<file path="config.mk">
export PLATFORM = sky130hd
export DESIGN_NAME = spi_miso_tx
export DESIGN_NICKNAME = d
export VERILOG_FILES = /design/src/rtl/spi_miso_tx.sv
export SDC_FILE = /design/constraint.sdc
export NUM_CORES = 1
export LEC_CHECK = 0
export BUFFER_PORTS_ARGS = -buffer_cell sky130_fd_sc_hd__buf_4
export CORE_ASPECT_RATIO = 0.9
export CORE_MARGIN = 2
export CORE_UTILIZATION = 40
export CTS_CLUSTER_SIZE = 10
export DETAILED_ROUTE_END_ITERATION = 8
export HOLD_SLACK_MARGIN = 0.12
export PLACE_DENSITY = 0.65
export SYNTH_ARGS = -nofsm -noshare
export SYNTH_HDL_FRONTEND = slang
export SYNTH_SLANG_ARGS = --single-unit
</file>
<file path="constraint.sdc">
create_clock -name sys_clock -period 1.64 [get_ports sys_clock]
set_input_delay 0.164 -clock sys_clock [delete_from_list [all_inputs] [get_ports sys_clock]]
set_output_delay 0.164 -clock sys_clock [all_outputs]
set_load 0.005 [all_outputs]
</file>
<file path="src/rtl/spi_miso_tx.sv">
`default_nettype none
// ============================================================================
// Module      : spi_miso_tx
// Description : SPI mode-0 slave transmitter running in the sys_clock domain.
//               spi_sck/spi_cs are oversampled through synchronizers. Bytes
//               are shifted out MSB first from a one-entry valid/ready holding
//               buffer. FILL_BYTE is sent when the buffer is empty at a byte
//               boundary.
//               Optional feature macro: SPI_TX_UNDERRUN_CNT_EN (saturating
//               underrun counter on underrun_cnt; tied to zero otherwise).
// Revision    : 1.0 - initial release
// ============================================================================
module spi_miso_tx #(
    parameter logic [7:0]  FILL_BYTE   = 8'hFF,
    parameter int unsigned SYNC_STAGES = 2
) (
    input  logic       sys_clock,
    input  logic       sys_reset_n,
    input  logic       spi_sck,
    input  logic       spi_cs,
    output logic       spi_miso,
    output logic       miso_oe,
    input  logic [7:0] tx_data,
    input  logic       tx_valid,
    output logic       tx_ready,
    output logic       byte_done,
    output logic       underrun,
    output logic [7:0] underrun_cnt
);

    typedef enum logic [0:0] {
        ST_IDLE  = 1'b0,
        ST_SHIFT = 1'b1
    } state_t;

    localparam logic [2:0] C_LAST_BIT = 3'd7;

    // Synchronizer chains and edge-detect history
    logic [SYNC_STAGES-1:0] sck_sync_q, sck_sync_d;
    logic [SYNC_STAGES-1:0] cs_sync_q,  cs_sync_d;
    logic                   sck_prev_q, sck_prev_d;
    logic                   cs_prev_q,  cs_prev_d;

    // Transmit datapath and control
    state_t     state_q,     state_d;
    logic [7:0] shift_q,     shift_d;
    logic [2:0] bit_cnt_q,   bit_cnt_d;
    logic       buf_full_q,  buf_full_d;
    logic [7:0] buf_data_q,  buf_data_d;
    logic       byte_done_q, byte_done_d;
    logic       underrun_q,  underrun_d;

    logic sck_s;
    logic cs_s;
    logic sck_rise;
    logic sck_fall;
    logic cs_fall;
    logic cs_rise;
    logic load_now;

    assign sck_s    = sck_sync_q[SYNC_STAGES-1];
    assign cs_s     = cs_sync_q[SYNC_STAGES-1];
    assign sck_rise =  sck_s & ~sck_prev_q;
    assign sck_fall = ~sck_s &  sck_prev_q;
    assign cs_fall  = ~cs_s  &  cs_prev_q;
    assign cs_rise  =  cs_s  & ~cs_prev_q;

    // Shift raw pins into the synchronizers; the last stage feeds edge detect
    always_comb begin
        sck_sync_d = {sck_sync_q[SYNC_STAGES-2:0], spi_sck};
        cs_sync_d  = {cs_sync_q[SYNC_STAGES-2:0],  spi_cs};
        sck_prev_d = sck_s;
        cs_prev_d  = cs_s;
    end

    // Next-state logic: buffer write, state transitions, shift and load
    always_comb begin
        state_d     = state_q;
        shift_d     = shift_q;
        bit_cnt_d   = bit_cnt_q;
        buf_full_d  = buf_full_q;
        buf_data_d  = buf_data_q;
        byte_done_d = 1'b0;
        underrun_d  = 1'b0;
        load_now    = 1'b0;

        // A byte offered while the buffer is empty is captured; this is
        // decided before the load so a same-cycle load never bypasses it.
        if (tx_valid && !buf_full_q) begin
            buf_full_d = 1'b1;
            buf_data_d = tx_data;
        end

        case (state_q)
            ST_IDLE: begin
                if (cs_fall) begin
                    state_d  = ST_SHIFT;
                    load_now = 1'b1;
                end
            end
            ST_SHIFT: begin
                // CS deassertion takes priority over any coincident SCK edge
                if (cs_rise) begin
                    state_d = ST_IDLE;
                end else if (sck_rise) begin
                    bit_cnt_d   = bit_cnt_q + 3'd1;
                    byte_done_d = (bit_cnt_q == C_LAST_BIT);
                end else if (sck_fall) begin
                    // Count wrapped to zero: byte complete, reload at once
                    if (bit_cnt_q == 3'd0) begin
                        load_now = 1'b1;
                    end else begin
                        shift_d = {shift_q[6:0], 1'b0};
                    end
                end
            end
            default: begin
                state_d = ST_IDLE;
            end
        endcase

        if (load_now) begin
            bit_cnt_d = 3'd0;
            if (buf_full_q) begin
                shift_d    = buf_data_q;
                buf_full_d = 1'b0;
            end else begin
                shift_d    = FILL_BYTE;
                underrun_d = 1'b1;
            end
        end
    end

    // State and datapath registers with asynchronous reset
    always_ff @(posedge sys_clock or negedge sys_reset_n) begin
        if (!sys_reset_n) begin
            sck_sync_q  <= '0;
            cs_sync_q   <= '1;
            sck_prev_q  <= 1'b0;
            cs_prev_q   <= 1'b1;
            state_q     <= ST_IDLE;
            shift_q     <= 8'h00;
            bit_cnt_q   <= 3'd0;
            buf_full_q  <= 1'b0;
            buf_data_q  <= 8'h00;
            byte_done_q <= 1'b0;
            underrun_q  <= 1'b0;
        end else begin
            sck_sync_q  <= sck_sync_d;
            cs_sync_q   <= cs_sync_d;
            sck_prev_q  <= sck_prev_d;
            cs_prev_q   <= cs_prev_d;
            state_q     <= state_d;
            shift_q     <= shift_d;
            bit_cnt_q   <= bit_cnt_d;
            buf_full_q  <= buf_full_d;
            buf_data_q  <= buf_data_d;
            byte_done_q <= byte_done_d;
            underrun_q  <= underrun_d;
        end
    end

    assign spi_miso  = (state_q == ST_SHIFT) & shift_q[7];
    assign miso_oe   = (state_q == ST_SHIFT);
    assign tx_ready  = ~buf_full_q;
    assign byte_done = byte_done_q;
    assign underrun  = underrun_q;

`ifdef SPI_TX_UNDERRUN_CNT_EN
    logic [7:0] urun_cnt_q, urun_cnt_d;

    // Count underrun pulses, holding at the maximum value
    always_comb begin
        urun_cnt_d = urun_cnt_q;
        if (underrun_q && (urun_cnt_q != 8'hFF)) begin
            urun_cnt_d = urun_cnt_q + 8'd1;
        end
    end

    // Underrun counter register; cleared only by reset
    always_ff @(posedge sys_clock or negedge sys_reset_n) begin
        if (!sys_reset_n) begin
            urun_cnt_q <= 8'h00;
        end else begin
            urun_cnt_q <= urun_cnt_d;
        end
    end

    assign underrun_cnt = urun_cnt_q;
`else
    assign underrun_cnt = 8'h00;
`endif

endmodule
`default_nettype wire

</file>
==> flow_summary_export.csv <==
group,metric,value,unit
die,initial_utilization,0.410,
die,die_area,0.00387,mm2
cells_and_area,area_delta_synth_final,21.6,%
placed_design,post-dp-hpwl,1710,um
yosys,synthArstFlopShare,1.00,
clock_network,cts.repair.resized,0,
grt,grt.busiest_layer,"met2",
routing,drt_iter0_markers,17,
clock_network,cts_tree,"built",
clock_network,cts_hold_buf,3,
power_and_ir_drop,ir_worst_vdd,0.000718,V
yosys,ys_top_cells_by_area,"dfrtp_1, mux2_2, dfstp_2",
timing,setup_viol,0,
setup_path,timing.rr.end,"shift_q[3]$_DFFE_PN0P_",
clock_network,clk_latency,0.26,ns
routing,num_vias,893,
yosys,syn_avg_cell_area,12.0,um2
setup_path,crit_type,"reg2reg",
die,ios,26,
yosys,netlist_area,0.00136,mm2
die,core.rowCount,20,
clock_network,cts.sinks,29,
timing,min_period,1.52,ns
timing,fmax,657,MHz
timing,report.final.slew_viol_count,0,
power_and_ir_drop,totalPowerFinal,0.00216,W
routing,drcViolationCount,0,
cells_and_area,drive_above_1_share,0.336,
status,outcome,"complete, no violations",
setup_path,r2r_start,"bit_cnt_q[0]$_DFFE_PN0P_",
yosys,netlist.area_leader.share,0.480,
routing,drtPass1Iterations,4,
setup_path,r2r_slack,0.12,ns
grt,grt_pass1_wl,4170,um
yosys,synth_cell_types,30,
yosys,yosys_most_used_dff,"dfrtp_1",
timing,setup-tns-final,0,ns
routing,ant_nets,0,
clock_network,cts_buffers,5,
yosys,synth_most_common_cell,"dfrtp_1",
min_path,hp-class,"in2reg",
grt,grt_antenna_before_repair,0,
die,die_w,65.4,um
timing,fin_crit_sh,0.928,
timing,fin_skew,0.00274,ns
cells_and_area,n_fill_cell,307,
placed_design,place_area,0.00152,mm2
placed_design,place_congestion,0.800,
yosys,synth_edf_count,0,
clock_network,post_cts_buffers,0,
routing,routed_wirelength,2350,um
timing,rsz0062_at_grt,"no",
setup_path,cp_max_fo,11,
cells_and_area,fin_area,0.00165,mm2
flow_run,max_cap_violations,0,
yosys,ys_ff_latch,29,
yosys,synth_cells,113,
timing,hold_viol,0,
routing,avgViaCountPerCell,4.78,
grt,grt_util_met1,0.173,
grt,grtUsageTotal,0.142,
clock_network,ctsHtreeMaxLevel,2,
setup_path,cp_data_required_time,1.84,ns
die,core,0.00330,mm2
grt,grt_max_degree,30,
setup_path,crit_end,"shift_q[3]$_DFFE_PN0P_",
grt,grt_pass1_vias,955,
placed_design,port_buffers,17,
grt,overflow,0,
yosys,synth_commonest_cells,"dfrtp_1, mux2_2, nor2_1",
power_and_ir_drop,power_density,1310,mW/mm2
grt,gr-usage-met3,0.0399,
cells_and_area,layout.area.seq,729,um2
yosys,yosys_warnings,0,
die,die_h,59.2,um
clock_network,cts.clk_slew.worst_paths,0.06,ns
setup_path,cp-startpoint,"bit_cnt_q[0]$_DFFE_PN0P_",
routing,wl_per_cell,12.6,um
grt,met2_usage,0.248,
clock_network,clockRootBuffer,"clkbuf_8",
setup_path,cp-start-kind,"flip-flop",
cells_and_area,final_net_count,158,
cells_and_area,multiInputGateArea,553,um2
yosys,ys_seq_area_frac,0.538,
setup_path,endpoint_kind,"flip-flop",
clock_network,clockBufferDepth,2,
yosys,yosysTopAreaCell,"dfrtp_1",
setup_path,reg2regPathDepth,6,
setup_path,crit_arrival,1.73,ns
power_and_ir_drop,p_leak,0.762,nW
cells_and_area,final_util,0.499,
cells_and_area,n_antenna_cell,0,
==> critical path, stage by stage, from the launching register on <==
cell and delay (ns):
dfrtp_1 0.41, inv_1 0.08, ha_1 0.16, nand4bb_1 0.14
and2_4 0.23, o31ai_1 0.25, mux2_2 0.19
==> power breakdown <==
part,total (W),switching [W],internal (W)
clock,0.000532,0.000232,0.000300
combinational,0.000570,0.000247,0.000323
sequential,0.00106,0.000126,0.000936
==> layout by cell type, fill, tap and decap left out, drive strengths merged, types with 3 or more instances in the layout <==
cell,n
a21o,3
buf,22
clkbuf,8
conb,8
dfrtp,26
dfstp,3
dlygate4sd3,5
ha,3
inv,3
mux2,15
nand2,3
nand3,7
nor2,10
nor2b,4
o31ai,7
==> cells by family (layout without fill, tap and decap cells) <==
logic type / count (synthesis) / after routing / synth area share
other: 1 / 8 / 0.00277
AO/OA/AOI/OAI: 16 / 16 / 0.103
buffers and inverters: 16 / 39 / 0.0729
multiplexers: 15 / 15 / 0.125
flip-flops: 29 / 29 / 0.538
adder cells (fa/ha/maj): 3 / 3 / 0.0277
AND/OR/NAND/NOR: 33 / 33 / 0.130
==> stage by stage <==
stage / setup WS (ns) / hold slack [ns] / std cells
3_5_place_dp: 0.135 / 0.106 / 174
6_report: 0.119 / 0.130 / 187
4_1_cts: 0.120 / 0.124 / 185
3_3_place_gp: 0.180 / 0.103 / 174
5_1_grt: 0.00821 / 0.126 / 187
2_1_floorplan: 0.0887 / -0.132 / 120
==> worst min path at each step <==
stage	cells past startpoint	slack, ns	end	startpoint
floorplan	0	-0.13	bit_cnt_q[0]$_DFFE_PN0P_	sys_reset_n
global placement	1	0.10	sck_sync_q[0]$_DFF_PN0_	sys_reset_n
detailed placement	1	0.11	sck_sync_q[0]$_DFF_PN0_	sys_reset_n
CTS	2	0.12	buf_data_q[1]$_DFFE_PN0P_	tx_data[1]
global route	2	0.13	buf_data_q[3]$_DFFE_PN0P_	tx_data[3]
finish	2	0.13	buf_data_q[1]$_DFFE_PN0P_	tx_data[1]
==> routing by layer <==
metal / vias up / wire, um
met3: 2 / 95
met1: 434 / 1000
met5: - / 0
met4: 0 / 10
li1: 433 / -
met2: 24 / 1240
==> cell type report <==
cell class              instances  area share
clock buffers                   8      0.0486
inverters                       4     0.00911
multi-input cells              75       0.336
flip-flops and latches         29       0.443
well taps                      44      0.0334
repair buffers                 27       0.131
==> flip-flops by register name, indices dropped and copies added (netlist names), 2 cells and up <==
name and count:
cs_sync_q 2, bit_cnt_q 3, sck_sync_q 2, shift_q 8, buf_data_q 8
(Power assumes the default switching activity.)
